## config.mk

```make
export PLATFORM = sky130hd
export DESIGN_NAME = vga_window_fetch
export DESIGN_NICKNAME = d
export VERILOG_FILES = /design/src/rtl/vga_window_fetch.sv
export SDC_FILE = /design/constraint.sdc
export NUM_CORES = 1
export LEC_CHECK = 0
export ABC_AREA = 1
export CAP_MARGIN = 15
export CORE_MARGIN = 2
export CORE_UTILIZATION = 33
export CTS_CLUSTER_SIZE = 14
export DETAILED_ROUTE_END_ITERATION = 10
export GPL_ROUTABILITY_DRIVEN = 0
export PLACE_DENSITY = 0.7
export SLEW_MARGIN = 20
export SYNTH_ARGS = -nofsm -noshare
export SYNTH_HDL_FRONTEND = slang
export SYNTH_SLANG_ARGS = --single-unit
```

## constraint.sdc

```tcl
create_clock -name clk -period 2.9 [get_ports clk]
set_input_delay 0.58 -clock clk [delete_from_list [all_inputs] [get_ports clk]]
set_output_delay 0.58 -clock clk [all_outputs]
set_load 0.1 [all_outputs]
```

## src/rtl/vga_window_fetch.sv

```systemverilog
// vga_window_fetch: VGA raster generator with a framebuffer-fetch window and latency-matched sync/colour.
// Define VGA_WINDOW_BORDER_EN to draw a 1-pixel 24'hFF8888 frame on the active-area edges.
module vga_window_fetch #(
   parameter int          PIX_W    = 8,
   parameter int          AW       = 18,
   parameter int          WIN_X    = 0,
   parameter int          WIN_Y    = 0,
   parameter int          WIN_W    = 300,
   parameter int          WIN_H    = 300,
   parameter int          RD_LAT   = 1,
   parameter logic [23:0] BG_COLOR = 24'h0
) (
   input  logic             clk,
   input  logic             reset_n,
   input  logic [11:0]      h_total,
   input  logic [11:0]      h_sync,
   input  logic [11:0]      h_start,
   input  logic [11:0]      h_end,
   input  logic [11:0]      v_total,
   input  logic [11:0]      v_sync,
   input  logic [11:0]      v_start,
   input  logic [11:0]      v_end,
   output logic             fb_rd_en,
   output logic [AW-1:0]    fb_addr,
   input  logic [PIX_W-1:0] fb_data,
   output logic             vga_hs,
   output logic             vga_vs,
   output logic             vga_de,
   output logic [7:0]       vga_r,
   output logic [7:0]       vga_g,
   output logic [7:0]       vga_b,
   output logic             frame_start
);
   localparam int pl = RD_LAT + 1;
   localparam logic [12:0] wx0 = 13'(WIN_X);
   localparam logic [12:0] wx1 = 13'(WIN_X + WIN_W);
   localparam logic [12:0] wy0 = 13'(WIN_Y);
   localparam logic [12:0] wy1 = 13'(WIN_Y + WIN_H);
   typedef struct packed {
      logic fs;
      logic hs;
      logic vs;
      logic de;
      logic win;
      logic brd;
   } tap_t;
   localparam tap_t idle = '{fs: 1'b0, hs: 1'b1, vs: 1'b1, de: 1'b0, win: 1'b0, brd: 1'b0};
   logic [11:0]   h_count, v_count;
   logic [12:0]   hx, vy;
   logic          h_wrap, v_wrap, act, in_win, first, border;
   logic [AW-1:0] addr_cnt, addr_now;
   logic [23:0]   pix, colour;
   tap_t          pipe [pl];
   tap_t          tap;
   always_comb begin
      h_wrap   = h_count >= h_total;
      v_wrap   = v_count >= v_total;
      act      = h_count >= h_start && h_count < h_end && v_count >= v_start && v_count < v_end;
      hx       = {1'b0, h_count - h_start};
      vy       = {1'b0, v_count - v_start};
      in_win   = act && hx >= wx0 && hx < wx1 && vy >= wy0 && vy < wy1;
      first    = h_count == 12'd0 && v_count == 12'd0;
      addr_now = first ? '0 : addr_cnt;
   end
`ifdef VGA_WINDOW_BORDER_EN
   assign border = act && (h_count == h_start || h_count == h_end - 12'd1 ||
                           v_count == v_start || v_count == v_end - 12'd1);
`else
   assign border = 1'b0;
`endif
   if (PIX_W == 8) begin : g_gray
      assign pix = {3{fb_data}};
   end else begin : g_rgb
      assign pix = fb_data[23:0];
   end
   // The last pipeline tap lines up with fb_data for the same raster position.
   always_comb begin
      tap    = pipe[pl-1];
      colour = !tap.de ? 24'h0 : tap.brd ? 24'hFF8888 : tap.win ? pix : BG_COLOR;
   end
   always_ff @(posedge clk or negedge reset_n)
      if (!reset_n) begin
         h_count     <= '0;
         v_count     <= '0;
         addr_cnt    <= '0;
         fb_rd_en    <= 1'b0;
         fb_addr     <= '0;
         for (int i = 0; i < pl; i++) pipe[i] <= idle;
         vga_hs      <= 1'b1;
         vga_vs      <= 1'b1;
         vga_de      <= 1'b0;
         vga_r       <= '0;
         vga_g       <= '0;
         vga_b       <= '0;
         frame_start <= 1'b0;
      end else begin
         h_count  <= h_wrap ? '0 : h_count + 12'd1;
         if (h_wrap) v_count <= v_wrap ? '0 : v_count + 12'd1;
         addr_cnt <= addr_now + AW'(in_win);
         fb_rd_en <= in_win;
         fb_addr  <= addr_now;
         pipe[0]  <= '{fs: first, hs: h_count >= h_sync, vs: v_count >= v_sync, de: act, win: in_win, brd: border};
         for (int i = 1; i < pl; i++) pipe[i] <= pipe[i-1];
         vga_hs              <= tap.hs;
         vga_vs              <= tap.vs;
         vga_de              <= tap.de;
         frame_start         <= tap.fs;
         {vga_r, vga_g, vga_b} <= colour;
      end
endmodule

```

==> qor.csv, run 1 <==
stage,metric,value,unit
power,Power Dens Cells,762,mW/mm²
synthesis,largest area contributor in the netlist,dfrtp_1,
floorplan,row count,52,
drt,Post-DRT Antenna Nets,0,
timing,# setup viols final,0,
setup_path,Setup crit end kind,register,
setup_path,"Max stage delay cell, worst path",clkdlybuf4s50_1,
grt,met2 Track Usage GR,0.319,
cts,CTS Root Cell,clkbuf_16,
timing,Final Max Slew Viols,0,
timing,final hold vios,0,
finish,area of the multi-input gates,0.00487,mm²
drt,vias per cell,4.68,
timing,post-route clock period utilization,0.993,
place,dpl hpwl,14500,µm
timing,WHS,274,ps
synthesis,"Seq/Total Area, Yosys",0.297,
power,leakage,5.62,nW
synthesis,"FFs w/ async S/R, synth",1.00,
synthesis,Seq cells post-synth,82,
place,IO Port Bufs,152,
timing,Slew HR,0.523,
timing,Max Clk Rate,347,MHz
synthesis,count of cell types in the netlist,37,
job,max-cap violations,0,
grt,first-pass GRT wire length,31600,µm
finish,register area,0.00207,mm²
timing,slew of the pin with the lowest slew margin,715,ps
cts,CTS tree,done,
cts,clock sink count,82,
cts,total CTS buffers,9,
synthesis,"Top FF cell, synth",dfrtp_1,
setup_path,cells along the critical path,clkdlybuf4s50_1 -> inv_1 -> ha_1 -> nand2_1 -> o21ai_2 -> a21oi_2 -> nand4_1 -> nor3_4 -> ha_4 -> ha_4 -> nand2_4 -> nor2_4 -> nand3_2 -> nor2_4 -> nand2_1 -> nand2_1 -> nand2_1,
setup_path,R2R Setup Slk,40,ps
finish,FILL cells,1888,
floorplan,Initial Util,0.339,
floorplan,I/O pin cnt,153,
synthesis,Synth area leaders,"dfrtp_1, ha_1, nand2_1, inv_1, nand3_1",
grt,busiest grt layer,met2,
setup_path,CP most frequent cell,nand2_1,
synthesis,Post-synth EDFFs,0,
hold_path,Min-Delay Path Class,in2async,
cts,Worst-Skew Late Latency,340,ps
floorplan,core area,0.0204,mm²
grt,total gr overflow,0,
drt,Initial DRC Count,356,
timing,unrepaired setup endpoints after global routing,yes,
grt,largest net degree at the start of global routing,79,
grt,gr usage total,0.176,
synthesis,mapped cell area,0.00692,mm²
cts,Max clock buf depth,2,
floorplan,Die Width,149,µm
grt,GR Util met3,0.0327,
synthesis,top cell types by occurrence after synthesis,"nand2_1, inv_1, ha_1",
drt,total number of vias,6940,
timing,clk_skew,5.55,ps
floorplan,Die ar.,0.0222,mm²
cts,Worst-path clk slew,70,ps
setup_path,Critical Path Max Stage Delay,450,ps
finish,Layout area overhead,51.3,%
synthesis,Synth Net Count,1185,
drt,TritonRoute pass-1 iters,5,
timing,Final TNS setup,0,ps
drt,routed wire length per instance,13.2,µm
status,status,completed,
finish,fraction of layout cells with a size suffix above 1,0.316,
drt,Total Routed Length,19600,µm
synthesis,top-area cell type share of the netlist area,0.275,
power,Max IR drop VDD,0.000352,V
setup_path,Worst setup SP type,primary input,
cts,Hold Buf Count CTS,0,
setup_path,worst-path maximum fanout,5,
grt,initial antenna violation count,1,
floorplan,die span in y,149,µm
drt,DRC viols,0,
synthesis,dominant cell by count in the synthesized netlist,nand2_1,
setup_path,Arrival @ worst endpoint,3110,ps
grt,M1 GR Usage,0.214,
synthesis,synth warn,0,
finish,# nets final,1414,
timing,Tmin final,2880,ps
synthesis,Post-Synthesis Cells,979,
synthesis,syn avg cell area,7.07,µm²
grt,vias in the first global route,6845,
cts,H-Tree Depth,3,
setup_path,Setup CP Type,in2reg,
setup_path,CP required,3130,ps
worst paths after layout:
kind,cells past startpoint,from,end
worst max-delay path,17,v_end[2],addr_cnt[16]
worst min-delay path,1,reset_n,fb_addr[11]
worst max register to register,21,v_count[3],addr_cnt[16]
worst min register to register,0,pipe[11],pipe[5]
max in group asynchronous,2,reset_n,vga_vs
min in group clk,0,pipe[11],pipe[5]
worst max-delay path, delay by kind of cell:
kind | cells | cell delay, ps
and+or+nand+nor | 10 | 1180
adders and majority gates | 3 | 620
buffers and inverters | 2 | 490
AOI/OAI and AO/OA | 2 | 240
final cells by class:
type,count,share of cell area
inverter,221,0.0794
timing repair buffer,240,0.196
clock inverter,7,0.00788
antenna,1,0.000239
sequential,82,0.198
tap,270,0.0322
clock buffer,9,0.0215
multi-input combinational,654,0.465
cell families after synthesis:
group,count (synthesis),share of synthesized area
compound gates,80,0.0627
xor+xnor,24,0.0304
fa+ha+maj,100,0.181
buf+inv,243,0.142
flops,82,0.297
simple gates,450,0.287
per-stage QoR:
stage | utilization | area, µm² | instances | total power [W] | setup WS [ps]
detailed placement | 0.440 | 9000 | 1443 | 0.00546 | -890
CTS | 0.499 | 10200 | 1473 | 0.00762 | 1.63
global route | 0.513 | 10500 | 1484 | 0.00865 | -179
global placement | 0.440 | 9000 | 1443 | 0.00536 | -801
finish | 0.513 | 10500 | 1484 | 0.00798 | 21.5
floorplan | - | 6930 | 979 | 0.00402 | 34.6
where the power goes:
group / switching (W) / leakage (nW) / internal (W)
logic: 0.00282 / 4.42 / 0.00230
registers: 0.000297 / 1.06 / 0.00138
clock network: 0.000501 / 0.145 / 0.000680
total: 0.00362 / 5.62 / 0.00437
cells in the final DEF (no fill, tap or decap), types with 23 or more instances in the layout:
cell type / instances
dlygate4sd2_1: 37
nand2_1: 176
ha_4: 33
nor2_1: 62
clkdlybuf4s50_1: 60
dfrtp_1: 64
buf_4: 130
ha_1: 62
a21oi_1: 24
inv_2: 40
inv_1: 180
nand3_1: 50
nand2_2: 48
o21ai_0: 23
registers in the layout, indices dropped and copies added (netlist names):
signal / flops
addr_cnt: 18
fb_addr: 18
frame_start: 1
h_count: 12
pipe: 10
v_count: 12
vga_b: 8
vga_de: 1
vga_hs: 1
vga_vs: 1
timing repair:
action	in CTS	in global routing
resized for setup	233	69
cloned	0	0
pin swaps	115	54
setup buffers	14	10
setup endpoints to repair	15	14
per-layer routing:
layer	routed length, µm	up-vias
met3	1030	29
met1	8240	3216
met4	366	0
met5	0	-
met2	9980	181
li1	-	3514
Note: power is estimated with default switching activity, not from simulation.
==> run 2: changes to the inputs <==
Settings changed: CAP_MARGIN 15 to default.
==> results of run 2 <==
The final DEF is identical to that of run 1; final timing and power are the same.
